<file path="src/rtl/music_seq_ctrl_pkg.sv">
// Shared types and constants for the song RAM sequencer.
package music_pkg;

  typedef enum logic [2:0] {
    ST_IDLE,
    ST_LOAD,
    ST_ACK,
    ST_FETCH,
    ST_WAIT,
    ST_HOLD
  } state_e;

  localparam logic [7:0] ACK_BYTE  = 8'h42;
  localparam logic [4:0] NOTE_REST = 5'd0;
  localparam logic [4:0] NOTE_END  = 5'h1F;

endpackage

</file>
<file path="src/rtl/music_seq_ctrl_if.sv">
// Bundle of UART, keypad, song RAM and piano signals around the sequencer.
interface music_seq_ctrl_if #(
  parameter int ADDR_W = 8,
  parameter int NOTE_W = 5
) ();

  logic              rx_data_valid;
  logic [7:0]        rx_data_out;
  logic              tx_busy;
  logic              key_load;
  logic              key_play;
  logic              key_stop;
  logic              ram_we;
  logic [ADDR_W-1:0] ram_waddr;
  logic [NOTE_W-1:0] ram_wdata;
  logic [ADDR_W-1:0] ram_raddr;
  logic [NOTE_W-1:0] ram_rdata;
  logic [NOTE_W-1:0] note_out;
  logic              tx_data_valid;
  logic [7:0]        tx_data_in;
  logic              song_loaded;
  logic              playing;

  // The sequencer itself.
  modport master (
    input  rx_data_valid, rx_data_out, tx_busy, key_load, key_play, key_stop, ram_rdata,
    output ram_we, ram_waddr, ram_wdata, ram_raddr, note_out,
           tx_data_valid, tx_data_in, song_loaded, playing
  );

  // UART, keypad, RAM and piano surrounding it.
  modport slave (
    output rx_data_valid, rx_data_out, tx_busy, key_load, key_play, key_stop, ram_rdata,
    input  ram_we, ram_waddr, ram_wdata, ram_raddr, note_out,
           tx_data_valid, tx_data_in, song_loaded, playing
  );

endinterface

</file>
<file path="src/rtl/music_seq_ctrl_beat_timer.sv">
// Loadable down-counter that times one note; expired is high while the count is zero.
module beat_timer #(
  parameter int BEAT_CYC = 1_500_000
) (
  input  logic clk,
  input  logic rst,
  input  logic load,
  input  logic en,
  output logic expired
);

  localparam int W = $clog2(BEAT_CYC);

  logic [W-1:0] cnt_q, cnt_d;

  // NOTE: every variable driven here gets a default first, so no path leaves it unassigned (no latch).
  always_comb begin
    cnt_d = cnt_q;
    if (load) begin
      cnt_d = W'(BEAT_CYC - 1);
    end else if (en && (cnt_q != '0)) begin
      cnt_d = cnt_q - 1'b1;
    end
  end

  // NOTE: state registers use non-blocking assignments so all flops update together at the edge.
  always_ff @(posedge clk) begin
    if (rst) begin
      cnt_q <= '0;
    end else begin
      cnt_q <= cnt_d;
    end
  end

  assign expired = (cnt_q == '0);

endmodule

</file>
<file path="src/rtl/music_seq_ctrl.sv">
// Song RAM owner: loads a song from UART, acknowledges it, then plays it one note per beat.
// Optional MUSIC_LOOP_PLAY_EN: restart from index 0 at end of song instead of returning to idle.
module music_seq_ctrl
  import music_pkg::*;
#(
  parameter int SIZE_MUSIC_MAX = 83,
  parameter int ADDR_W         = 8,
  parameter int NOTE_W         = 5,
  parameter int BEAT_CYC       = 1_500_000
) (
  input  logic             clk,
  input  logic             rst,
  music_seq_ctrl_if.master bus
);

  localparam logic [ADDR_W-1:0] LAST_IDX = ADDR_W'(SIZE_MUSIC_MAX - 1);
  localparam logic [NOTE_W-1:0] N_REST   = NOTE_W'(NOTE_REST);
  localparam logic [NOTE_W-1:0] N_END    = NOTE_W'(NOTE_END);

  state_e            state_q, state_d;
  logic [ADDR_W-1:0] wcnt_q, wcnt_d;
  logic [ADDR_W-1:0] pidx_q, pidx_d;
  logic              ram_we_q, ram_we_d;
  logic [ADDR_W-1:0] waddr_q, waddr_d;
  logic [NOTE_W-1:0] wdata_q, wdata_d;
  logic [NOTE_W-1:0] note_q, note_d;
  logic              end_q, end_d;
  logic              tx_valid_q, tx_valid_d;
  logic [7:0]        tx_data_q, tx_data_d;
  logic              loaded_q, loaded_d;
  logic              tmr_load, tmr_en, tmr_expired;

  beat_timer #(.BEAT_CYC(BEAT_CYC)) u_beat_timer (
    .clk     (clk),
    .rst     (rst),
    .load    (tmr_load),
    .en      (tmr_en),
    .expired (tmr_expired)
  );

  always_comb begin
    state_d    = state_q;
    wcnt_d     = wcnt_q;
    pidx_d     = pidx_q;
    ram_we_d   = 1'b0;
    waddr_d    = waddr_q;
    wdata_d    = wdata_q;
    note_d     = note_q;
    end_d      = end_q;
    tx_valid_d = 1'b0;
    tx_data_d  = tx_data_q;
    loaded_d   = loaded_q;
    tmr_load   = 1'b0;
    tmr_en     = 1'b0;

    unique case (state_q)
      ST_IDLE: begin
        if (bus.key_load) begin
          state_d  = ST_LOAD;
          wcnt_d   = '0;
          loaded_d = 1'b0;
        end else if (bus.key_play && loaded_q) begin
          state_d = ST_FETCH;
          pidx_d  = '0;
        end
      end

      ST_LOAD: begin
        if (bus.key_stop) begin
          state_d  = ST_IDLE;
          loaded_d = 1'b0;
        end else if (bus.rx_data_valid) begin
          ram_we_d = 1'b1;
          waddr_d  = wcnt_q;
          wdata_d  = bus.rx_data_out[NOTE_W-1:0];
          // The counter parks on the last index instead of wrapping.
          if (wcnt_q == LAST_IDX) begin
            state_d = ST_ACK;
          end else begin
            wcnt_d = wcnt_q + 1'b1;
          end
        end
      end

      ST_ACK: begin
        if (!bus.tx_busy) begin
          tx_valid_d = 1'b1;
          tx_data_d  = ACK_BYTE;
          loaded_d   = 1'b1;
          state_d    = ST_IDLE;
        end
      end

      default: begin
        if (bus.key_stop) begin
          state_d = ST_IDLE;
          note_d  = N_REST;
        end else if (bus.key_load) begin
          state_d  = ST_LOAD;
          wcnt_d   = '0;
          loaded_d = 1'b0;
          note_d   = N_REST;
        end else begin
          unique case (state_q)
            ST_FETCH: state_d = ST_WAIT;
            ST_WAIT: begin
              // The end marker is played as a rest, never sent to the piano.
              end_d    = (bus.ram_rdata == N_END);
              note_d   = (bus.ram_rdata == N_END) ? N_REST : bus.ram_rdata;
              tmr_load = 1'b1;
              state_d  = ST_HOLD;
            end
            default: begin
              tmr_en = 1'b1;
              if (tmr_expired) begin
                if ((pidx_q == LAST_IDX) || end_q) begin
`ifdef MUSIC_LOOP_PLAY_EN
                  pidx_d  = '0;
                  state_d = ST_FETCH;
`else
                  note_d  = N_REST;
                  state_d = ST_IDLE;
`endif
                end else begin
                  pidx_d  = pidx_q + 1'b1;
                  state_d = ST_FETCH;
                end
              end
            end
          endcase
        end
      end
    endcase
  end

  always_ff @(posedge clk) begin
    if (rst) begin
      state_q    <= ST_IDLE;
      wcnt_q     <= '0;
      pidx_q     <= '0;
      ram_we_q   <= 1'b0;
      waddr_q    <= '0;
      wdata_q    <= '0;
      note_q     <= '0;
      end_q      <= 1'b0;
      tx_valid_q <= 1'b0;
      tx_data_q  <= '0;
      loaded_q   <= 1'b0;
    end else begin
      state_q    <= state_d;
      wcnt_q     <= wcnt_d;
      pidx_q     <= pidx_d;
      ram_we_q   <= ram_we_d;
      waddr_q    <= waddr_d;
      wdata_q    <= wdata_d;
      note_q     <= note_d;
      end_q      <= end_d;
      tx_valid_q <= tx_valid_d;
      tx_data_q  <= tx_data_d;
      loaded_q   <= loaded_d;
    end
  end

  // The play index register doubles as the read address, stable through FETCH.
  assign bus.ram_raddr     = pidx_q;
  assign bus.ram_we        = ram_we_q;
  assign bus.ram_waddr     = waddr_q;
  assign bus.ram_wdata     = wdata_q;
  assign bus.note_out      = note_q;
  assign bus.tx_data_valid = tx_valid_q;
  assign bus.tx_data_in    = tx_data_q;
  assign bus.song_loaded   = loaded_q;
  assign bus.playing       = (state_q == ST_FETCH) || (state_q == ST_WAIT) || (state_q == ST_HOLD);

endmodule
</file>
<file path="src/flat_wrapper.sv">
// flat-port wrapper written by rule: the top's interface ports become plain ports
module music_seq_ctrl_flat import music_pkg::*;
#(
  parameter int SIZE_MUSIC_MAX = 83,
  parameter int ADDR_W         = 8,
  parameter int NOTE_W         = 5,
  parameter int BEAT_CYC       = 1_500_000
)
  (clk, rst, bus_rx_data_valid, bus_rx_data_out, bus_tx_busy, bus_key_load, bus_key_play, bus_key_stop, bus_ram_rdata, bus_ram_we, bus_ram_waddr, bus_ram_wdata, bus_ram_raddr, bus_note_out, bus_tx_data_valid, bus_tx_data_in, bus_song_loaded, bus_playing);
  music_seq_ctrl_if #(.ADDR_W(ADDR_W), .NOTE_W(NOTE_W)) bus_i ();
  input  logic clk;
  input  logic rst;
  input wire logic [$bits(bus_i.rx_data_valid)-1:0] bus_rx_data_valid;
  input wire logic [$bits(bus_i.rx_data_out)-1:0] bus_rx_data_out;
  input wire logic [$bits(bus_i.tx_busy)-1:0] bus_tx_busy;
  input wire logic [$bits(bus_i.key_load)-1:0] bus_key_load;
  input wire logic [$bits(bus_i.key_play)-1:0] bus_key_play;
  input wire logic [$bits(bus_i.key_stop)-1:0] bus_key_stop;
  input wire logic [$bits(bus_i.ram_rdata)-1:0] bus_ram_rdata;
  output wire logic [$bits(bus_i.ram_we)-1:0] bus_ram_we;
  output wire logic [$bits(bus_i.ram_waddr)-1:0] bus_ram_waddr;
  output wire logic [$bits(bus_i.ram_wdata)-1:0] bus_ram_wdata;
  output wire logic [$bits(bus_i.ram_raddr)-1:0] bus_ram_raddr;
  output wire logic [$bits(bus_i.note_out)-1:0] bus_note_out;
  output wire logic [$bits(bus_i.tx_data_valid)-1:0] bus_tx_data_valid;
  output wire logic [$bits(bus_i.tx_data_in)-1:0] bus_tx_data_in;
  output wire logic [$bits(bus_i.song_loaded)-1:0] bus_song_loaded;
  output wire logic [$bits(bus_i.playing)-1:0] bus_playing;
  assign bus_i.rx_data_valid = bus_rx_data_valid;
  assign bus_i.rx_data_out = bus_rx_data_out;
  assign bus_i.tx_busy = bus_tx_busy;
  assign bus_i.key_load = bus_key_load;
  assign bus_i.key_play = bus_key_play;
  assign bus_i.key_stop = bus_key_stop;
  assign bus_i.ram_rdata = bus_ram_rdata;
  assign bus_ram_we = bus_i.ram_we;
  assign bus_ram_waddr = bus_i.ram_waddr;
  assign bus_ram_wdata = bus_i.ram_wdata;
  assign bus_ram_raddr = bus_i.ram_raddr;
  assign bus_note_out = bus_i.note_out;
  assign bus_tx_data_valid = bus_i.tx_data_valid;
  assign bus_tx_data_in = bus_i.tx_data_in;
  assign bus_song_loaded = bus_i.song_loaded;
  assign bus_playing = bus_i.playing;
  music_seq_ctrl #(.SIZE_MUSIC_MAX(SIZE_MUSIC_MAX), .ADDR_W(ADDR_W), .NOTE_W(NOTE_W), .BEAT_CYC(BEAT_CYC)) u_core (.clk(clk), .rst(rst), .bus(bus_i));
endmodule
</file>
<file path="config.mk">
export PLATFORM = sky130hd
export DESIGN_NAME = music_seq_ctrl_flat
export DESIGN_NICKNAME = d
export VERILOG_FILES = /design/src/rtl/music_seq_ctrl_pkg.sv /design/src/rtl/music_seq_ctrl_if.sv /design/src/rtl/music_seq_ctrl_beat_timer.sv /design/src/rtl/music_seq_ctrl.sv /design/src/flat_wrapper.sv
export SDC_FILE = /design/constraint.sdc
export NUM_CORES = 1
export LEC_CHECK = 0
export CAP_MARGIN = 20
export CORE_ASPECT_RATIO = 0.8
export CORE_MARGIN = 2
export CORE_UTILIZATION = 50
export CTS_CLUSTER_DIAMETER = 150
export DETAILED_ROUTE_END_ITERATION = 10
export PLACE_DENSITY = 0.76
export SKIP_CTS_REPAIR_TIMING = 1
export SLEW_MARGIN = 20
export SYNTH_ARGS = -nofsm -noshare
export SYNTH_HDL_FRONTEND = slang
export SYNTH_SLANG_ARGS = --single-unit
export TNS_END_PERCENT = 100
</file>
<file path="constraint.sdc">
create_clock -name clk -period 3.6 [get_ports clk]
set_clock_uncertainty 0.15 [all_clocks]
set_input_delay 1.08 -clock clk [delete_from_list [all_inputs] [get_ports clk]]
set_output_delay 1.08 -clock clk [all_outputs]
set_load 0.02 [all_outputs]
</file>
After elaboration in Yosys (flattened, before gate mapping)

Index checks and enable logic that the tools add are counted.

Logic and storage cells: 121
Bits in registers: 63

Add/subtract/negate cells: 3
Equality and inequality tests: 22
Reductions and logical operators: 27
Bitwise gates (word level): 7
Mux-type cells: 49

Operators by type and width:

| operator              | number |
|---|---|
| $mux 8                | 12 |
| $mux 21               | 2 |
| $mux 3                | 9 |
| $mux 5                | 5 |
| $pmux 8 s3            | 1 |
| $logic_not 21->1      | 1 |
| $reduce_bool 21->1    | 1 |
| $sub 21x1->21 const B | 1 |
| $add 8x1->8 const B   | 2 |
| $eq 8x7->1 const B    | 2 |
| $pmux 8 s2            | 1 |
| $mux 1                | 14 |
| $ne 2x2->1 const B    | 6 |
| $pmux 5 s2            | 1 |
| $reduce_and 5->1      | 2 |
| $pmux 3 s3            | 1 |
| $reduce_and 4->1      | 2 |
| $reduce_bool 4->1     | 2 |
| $reduce_bool 8->1     | 1 |
| $reduce_or 2->1       | 4 |
| $not 1->1             | 7 |
| $reduce_and 7->1      | 1 |
| $eq 3x2->1 const B    | 2 |
| $eq 3x3->1 const B    | 2 |
| 16 further kinds      | 26 |

Depth between registers and ports, before layout

Word-level depth: 9
Gate-level depth with buffers: 8
Gate-level depth less buffers: 7

Cells and area by module

From an unflattened synthesis, not the netlist that was laid out.

Cell total of the unflattened synthesis: 394
Area, all modules: 3360.7 µm²

Modules (own cells, without submodules):

| module         | instances | seq. area each (µm²) | cells each | area each (µm²) |
|---|---|---|---|---|
| music_seq_ctrl | 1         | 840.8                | 249        | 2150.8 |
| beat_timer     | 1         | 420.4                | 145        | 1209.9 |

Least setup slack after synthesis

No wires, ideal clock.

Path kind: in2reg
Start: input bus_key_stop
End: register u_core.u_beat_timer.cnt_q[19]
Data required time: 3.380 ns
Buffers on the path: 1
Stages: 6
Data arrival time: 2.772 ns
Slack: 0.608 ns
Library setup time: 0.070 ns
Path through: clkbuf_1 nor3b_2 and4_1 o211ai_1 or4_2 a21oi_1

Word-level cells in the longest chain between the ends: 3
Elaborated cells between the ends (all ways): 6
Those cells by class: mux (4); reduce/logical (2)

RTL lines:

| item                                                                  | RTL line                        | source |
|---|---|---|
| start: declaration                                                    | flat_wrapper.sv:18              | `input wire logic [$bits(bus_i.key_stop)-1:0] bus_key_stop;` |
| $mux 1                                                                | music_seq_ctrl.sv:95            | `if (bus.key_stop) begin` |
| $mux 1                                                                | music_seq_ctrl.sv:56            | `unique case (state_q)` |
| $reduce_or 2->1 (no line) / $logic_and 1x1->1 (equally long branches) | n/a                             |  |
| end signal: assignment                                                | music_seq_ctrl_beat_timer.sv:31 | `cnt_q <= cnt_d;` |
| end: declaration                                                      | music_seq_ctrl_beat_timer.sv:14 | `logic [W-1:0] cnt_q, cnt_d;` |

Parallel ways exist; a longest one is shown, timed or not.
A chain may end at the register's enable or synchronous reset.

Worst setup path in the final report

Start: register u_core.state_q[1]
End: output bus_playing

Word-level cells in the longest chain between the ends: 3
Elaborated cells between the ends (all ways): 5
Those cells by class: eq/ne (3); reduce/logical (2)

RTL lines:

| item                                            | RTL line              | source |
|---|---|---|
| start: declaration                              | music_seq_ctrl.sv:20  | `state_e state_q, state_d;` |
| start signal: assignment                        | music_seq_ctrl.sv:150 | `state_q <= state_d;` |
| $eq 3x2->1 / $eq 3x3->1 (equally long branches) | music_seq_ctrl.sv:173 | `assign bus.playing = (state_q == ST_FETCH) \|\| (state_q == ST_WAIT) \|\| (state_q == ST_HOLD);` |
| $logic_or 1x1->1                                | music_seq_ctrl.sv:173 |  |
| $logic_or 1x1->1 *                              | music_seq_ctrl.sv:173 |  |
| end: declaration                                | flat_wrapper.sv:28    | `output wire logic [$bits(bus_i.playing)-1:0] bus_playing;` |

Mark *: on every way between the ends. The rest lies on a longest branch, timed or not.

==> flow_summary.yaml <==
power:
  p_per_area_nw_per_um2: 435
  irDropWorstVdd_mv: 0.189
  p_leak_nw: 1.39
finish:
  final_common_cell: "dfxtp_1"
  final_cell_mix: "dfxtp_1, clkdlybuf4s50_1, nand2_1"
  multi_input_area_um2: 1860
  stdcell_count: 547
  num-nets-final: 483
  layout-drive-gt1-share_pct: 8.86
  area_growth_pct: 23.5
  seq_area_um2: 1260
  n_fill_cell: 560
  antennaDiodeCount: 0
synth:
  ys_ff_latch: 63
  avgSynthCellArea_um2: 8.12
  synth_area_um2: 3300
  yosys_warnings: 0
  ys_seq_area_share_pct: 38.3
  synthCells: 406
  ys.flop_type: "dfxtp_1"
  yosys.area_share.simple_pct: 27.8
  synth.mux.area_fraction_pct: 1.82
  async_flop_share_pct: 0
  synth_fa_ha_area_share_pct: 1.90
  synth_compound_area_share_pct: 21.5
  synth_top_family_by_area: "simple AND/OR/NAND/NOR gates"
  synth-edff-count: 0
  synth_xor_area_share_pct: 2.66
  synth_cell_type_count: 50
die:
  ios: 58
  die_h_um: 76.6
  start_util_pct: 51.7
  chipWidth_um: 94.8
  die-area_um2: 7260
  core-area_um2: 6380
  num_rows: 26
global_route:
  antenna_found_initial: 0
  track_usage_pct: 23.4
  grt_pass1_vias: 2902
  grt.overflow.total: 0
  grt_max_degree: 34
  grt_first_pass_wirelength_mm: 13.6
clock_network:
  numCtsBuffers: 9
  htreeDepth: 3
  clk_pin_slew_ns: 0.07
  cts-root-to-sink-buffers: 2
  insertion_delay_ns: 0.35
  cts-root-buf: "clkbuf_8"
  cts.sinks: 63
  cts_tree: "done"
outcome:
  status: "finished clean"
route:
  post-route-drc-count: 0
  dr_wl_met2_mm: 3.55
  drt-met1-wl_mm: 3.82
  drt-initial-drc-count: 195
  drt_first_pass_iters: 4
  via_per_inst: 5.84
  routed_wl_mm: 8.05
  vias: 3196
  ant_nets: 0
  top_layer: "met4"
  drt-wirelength-per-cell_um: 14.7
  wl_met3_um: 574
worst_setup_path:
  cp-end-kind: "output pin"
  cp_data_arrival_time_ns: 2.03
  cp.buffers_inverters: 1
  critPathMaxFanout: 17
  r2r_slack_ns: 0.71
  path_cells: "nand2_1, o21ai_0, clkdlybuf4s50_1"
  critPathLaunchType: "register"
  critPathTopFamily: "buffers and inverters"
  path_class: "register to output pin"
  worstPathRequired_ns: 2.37
  cpPeakStageDelay_ns: 0.65
  cp_slowest_cell: "clkdlybuf4s50_1"
timing:
  slew_headroom_pct: 50.0
  layout_min_cycle_time_ns: 3.26
  fin_crit_sh_pct: 90.5
  tightest_slew_ns: 0.740
  fmax_mhz: 307
  rsz0062_at_grt: "false"
  setup_tns_ns: 0
  hold_viol: 0
  finalSetupViolations: 0
  finalMaxSlewViolations: 0
  setup_slack_ns: 0.343
min_path:
  min_path_type: "register to register"
placement:
  pre_cts_ws_ns: 0.286
  dpl.hpwl_mm: 5.66
  numPortBuffers: 48
  place_inst: 531
  gp_congestion: 0.863
flow_run:
  maxCapViolCount: 0
-- cell families (layout without fill, tap and decap cells) --
logic type,after synthesis,in the layout
AO/OA/AOI/OAI,105,105
AND/OR/NAND/NOR,173,173
flip-flops,63,63
adder cells (fa/ha/maj),5,5
other,1,6
multiplexers,6,6
buffers and inverters,43,95
XOR/XNOR,10,10
-- worst register-to-register path: stages, from the launching register on --
cell and delay, ns:
dfxtp_1 0.35, inv_1 0.07, ha_1 0.19, nor4b_1 0.40, nand2_1 0.25, or4_1 0.75, a2111oi_4 0.43, mux2i_1 0.23
-- state kept, by name, summed over array words and instances (netlist names) --
name	count
u_core.bus.ram_wdata	5
u_core.state_q	3
u_core.bus.ram_we	1
u_core.bus.ram_waddr	8
u_core.u_beat_timer.cnt_q	21
u_core.bus.tx_data_in	1
u_core.bus.ram_raddr	8
u_core.bus.tx_data_valid	1
u_core.wcnt_q	8
u_core.end_q	1
u_core.bus.note_out	5
u_core.bus.song_loaded	1
-- stage by stage --
step / hold WS (ns) / power (mW) / utilization, % / cell area, µm²
global placement: 0.293 / 1.17 / 60.9 / 3880
detailed placement: 0.300 / 1.17 / 60.9 / 3880
global route: 0.336 / 1.86 / 63.9 / 4070
finish: 0.308 / 1.77 / 63.9 / 4070
CTS: 0.311 / 1.78 / 63.9 / 4070
floorplan: 0.299 / 1.05 / - / 3310
-- cell usage after synthesis, drive strengths merged (2+ instances only) --
master	number	share of area, %
nor4b	3	0.80
nand2b	14	2.7
or3b	3	0.80
buf	8	1.9
or2	3	0.57
nand2	40	4.6
or4	7	1.6
o31ai	5	1.1
a22o	6	1.6
and2	3	0.57
xnor2	10	2.7
a21o	2	0.46
or3	12	2.3
a21oi	38	5.8
nor3	11	1.7
dfxtp	63	38
a311oi	3	0.80
inv	15	1.7
nor2	28	3.2
a21boi	3	0.68
nand4	8	1.5
a211oi	8	1.8
nand3	26	3.9
a31oi	8	1.5
nand4b	4	1.1
o211ai	2	0.46
ha	5	1.9
a2111oi	2	1.7
o41ai	4	1.1
nor4	6	1.1
clkbuf	20	2.3
o21ai	16	2.4
o22ai	2	0.38
mux2i	6	1.8
-- power breakdown --
group	switching (mW)	leakage [nW]	internal, mW
registers	0.0313	0.508	0.720
clock network	0.267	0.100	0.336
logic	0.262	0.785	0.155
total	0.561	1.39	1.21
-- final cells by class --
| type | instances | share of cell area, % |
|---|---|---|
| clock buffer | 12 | 3.56 |
| multi-input combinational | 305 | 45.6 |
| tap | 84 | 2.58 |
| clock inverter | 4 | 1.11 |
| sequential | 63 | 31.0 |
| timing repair buffer | 64 | 14.8 |
| inverter | 15 | 1.38 |
-- per-layer routing --
layer,vias to the layer above,GRT usage [%]
li1,1572,-
met3,11,5.64
met4,0,7.83
met5,-,0
met2,107,35.2
met1,1506,32.7
-- final timing paths --
check	from	endpoint	cells past startpoint
max	u_core.state_q[1]	bus_playing	3
min	u_core.bus.ram_waddr[2]	u_core.bus.ram_waddr[2]	2
max reg2reg	u_core.u_beat_timer.cnt_q[0]	u_core.bus.ram_raddr[5]	7
min reg2reg	u_core.bus.ram_waddr[2]	u_core.bus.ram_waddr[2]	2
No activity file was read; power rests on OpenSTA's default activity.
==> variant (same settings) <==
`BEAT_CYC` is set to 1_500_000 in 3 places; all go to 375_000.
--- a/src/rtl/music_seq_ctrl_beat_timer.sv
+++ b/src/rtl/music_seq_ctrl_beat_timer.sv
@@ -1,5 +1,5 @@
 // Loadable down-counter that times one note; expired is high while the count is zero.
 module beat_timer #(
-  parameter int BEAT_CYC = 1_500_000
+  parameter int BEAT_CYC = 375_000
 ) (
   input  logic clk,
--- a/src/rtl/music_seq_ctrl.sv
+++ b/src/rtl/music_seq_ctrl.sv
@@ -7,5 +7,5 @@
   parameter int ADDR_W         = 8,
   parameter int NOTE_W         = 5,
-  parameter int BEAT_CYC       = 1_500_000
+  parameter int BEAT_CYC       = 375_000
 ) (
   input  logic             clk,
--- a/src/flat_wrapper.sv
+++ b/src/flat_wrapper.sv
@@ -5,5 +5,5 @@
   parameter int ADDR_W         = 8,
   parameter int NOTE_W         = 5,
-  parameter int BEAT_CYC       = 1_500_000
+  parameter int BEAT_CYC       = 375_000
 )
   (clk, rst, bus_rx_data_valid, bus_rx_data_out, bus_tx_busy, bus_key_load, bus_key_play, bus_key_stop, bus_ram_rdata, bus_ram_we, bus_ram_waddr, bus_ram_wdata, bus_ram_raddr, bus_note_out, bus_tx_data_valid, bus_tx_data_in, bus_song_loaded, bus_playing);
Function: same outputs for any inputs over 10 cycles, from zero or initial values and one cycle with rst high; that may be too few to reach the edited logic, so the function may still have changed.
==> variant against the unedited design <==
Register-to-register slack gained 0.36 ns; via count shrank 8.9%; sequential share of layout area shrank 0.17 points; non-clock buffer count shrank 5; synthesized area shrank 2.4%; cell area shrank 2.6%; routed wire length shrank 7.4%; global-route usage shrank 1.1 points; sequential power shrank 5.9%; sequential cell count shrank 2; highest routed layer unchanged; power shrank 4.2%; setup slack gained 0.32 ns; largest power group unchanged.
==> variant: results (changes against the unedited design) <==
| Metric | Value | Unit | Change |
|---|---|---|---|
| Outcome | finished clean | - | unchanged |
| Multi-input gates | 286 | - | was 305 |
| Post-synthesis compound-gate area fraction | 20.5 | % | was 21.5% |
| Comb power frac | 21.1 | % | was 23.6% |
| Placed inst area | 3750 | sq um | was 3880 sq um |
| Area share of fa/ha/maj cells after synthesis | 2.33 | % | was 1.90% |
| Critical path peak fanout | 6 | - | was 17 |
| Worst max-slew margin expressed relative to the limit | 61.2 | % | was 50.0% |
| Via density per instance | 5.63 | - | was 5.84 |
| Global-route wire length before repair | 12,500 | um | was 13,600 um |
| Total routing resource utilization after global routing | 22.2 | % | was 23.4% |
| Count of non-CTS inverters in the layout | 11 | - | was 15 |
| Weighted congestion reported at the end of routability-driven placement | 0.884 | - | was 0.863 |
| Dominant delay contributor by cell family on the critical path | simple AND/OR/NAND/NOR gates | - | was buffers and inverters |
| Critical Path AT | 3.05 | ns | was 2.03 ns |
| Commonest cells post-synth | 61 x sky130_fd_sc_hd__dfxtp_1, 41 x sky130_fd_sc_hd__nand2_1, 32 x sky130_fd_sc_hd__a21oi_1 | - | was 63 x sky130_fd_sc_hd__dfxtp_1, 40 x sky130_fd_sc_hd__nand2_1, 38 x sky130_fd_sc_hd__a21oi_1 |
| GRT met1 Usage | 30.6 | % | was 32.7% |
| Static leakage | 1.38 | nW | was 1.39 nW |
| Clock distribution area overhead in the final layout | 5.33 | % | was 4.67% |
| Vias in the first global route | 2,634 | - | was 2,902 |
| Proportion of final cell area spent on non-clock buffers | 14.2 | % | was 14.8% |
| Flip-flop count of the largest register after layout | 19 | - | was 21 |
| Layout filler cell count | 561 | - | was 560 |
| Worst voltage drop across the vdd grid | 0.301 | mV | was 0.189 mV |
| Internal power | 0.00121 | W | about the same |
| Multi-input combinational area share | 46.0 | % | was 45.6% |
| Bufs w/o clock | 59 | - | was 64 |
| Layout cells sized above 1 | 9.24 | % | was 8.86% |
| Storage element area | 1220 | sq um | was 1260 sq um |
| Peak per-stage delay on the critical path | 0.53 | ns | was 0.65 ns |
| Maximum number of pins on one net before global-route repair | 40 | - | was 34 |
| Proportion of synthesized area in mux cells | 1.91 | % | was 1.82% |
| Count of cell types in the netlist | 60 | - | was 50 |
| Area share of xor/xnor cells in the synthesized design | 5.99 | % | was 2.66% |
## variant: cell types whose count changed after synthesis, moves of 6 or more
cell / unedited run / this run
sky130_fd_sc_hd__nand2b_1: 14 / 4
sky130_fd_sc_hd__nand3_1: 26 / 10
sky130_fd_sc_hd__xor2_1: 0 / 16
sky130_fd_sc_hd__o21ai_0: 16 / 9
sky130_fd_sc_hd__a21oi_1: 38 / 32
sky130_fd_sc_hd__a31oi_1: 8 / 2
## variant: final timing paths
kind | to | slack [ns] | startpoint
setup / recovery | u_core.u_beat_timer.cnt_q[13] | 0.66 | bus_key_stop
hold reg to reg | u_core.bus.ram_wdata[4] | 0.31 | u_core.bus.ram_wdata[4]
setup reg to reg | u_core.bus.ram_raddr[6] | 1.07 | u_core.u_beat_timer.cnt_q[11]
hold / removal | u_core.bus.ram_wdata[4] | 0.31 | u_core.bus.ram_wdata[4]
## variant: per-stage QoR
stage | util (%) | setup WS [ns]
after floorplan | - | 0.837
after global placement | 59.5 | 0.389
after detailed placement | 59.5 | 0.356
after CTS | 62.8 | 0.699
after global routing | 62.8 | 0.545
final | 62.8 | 0.662
## variant: worst reg2reg max path, cell delays in order, from the launching register on
cell                      delay (ns)
sky130_fd_sc_hd__dfxtp_1        0.39
sky130_fd_sc_hd__nor4_1         0.53
sky130_fd_sc_hd__and3_1         0.44
sky130_fd_sc_hd__nand3_1        0.28
sky130_fd_sc_hd__or4_1          0.53
sky130_fd_sc_hd__a21oi_1        0.15
## variant: layer usage
metal | part of all wire [%] | up-vias
li1 | - | 1463
met1 | 48 | 1365
met2 | 45 | 77
met3 | 6.1 | 6
met4 | 0.66 | 0
met5 | 0 | -
## variant: cells by family after synthesis
kind of cell	after synthesis
compound gates	93
xor+xnor	22
fa+ha+maj	6
buf+inv	41
flops	61
mux	6
other cells	1
simple gates	153
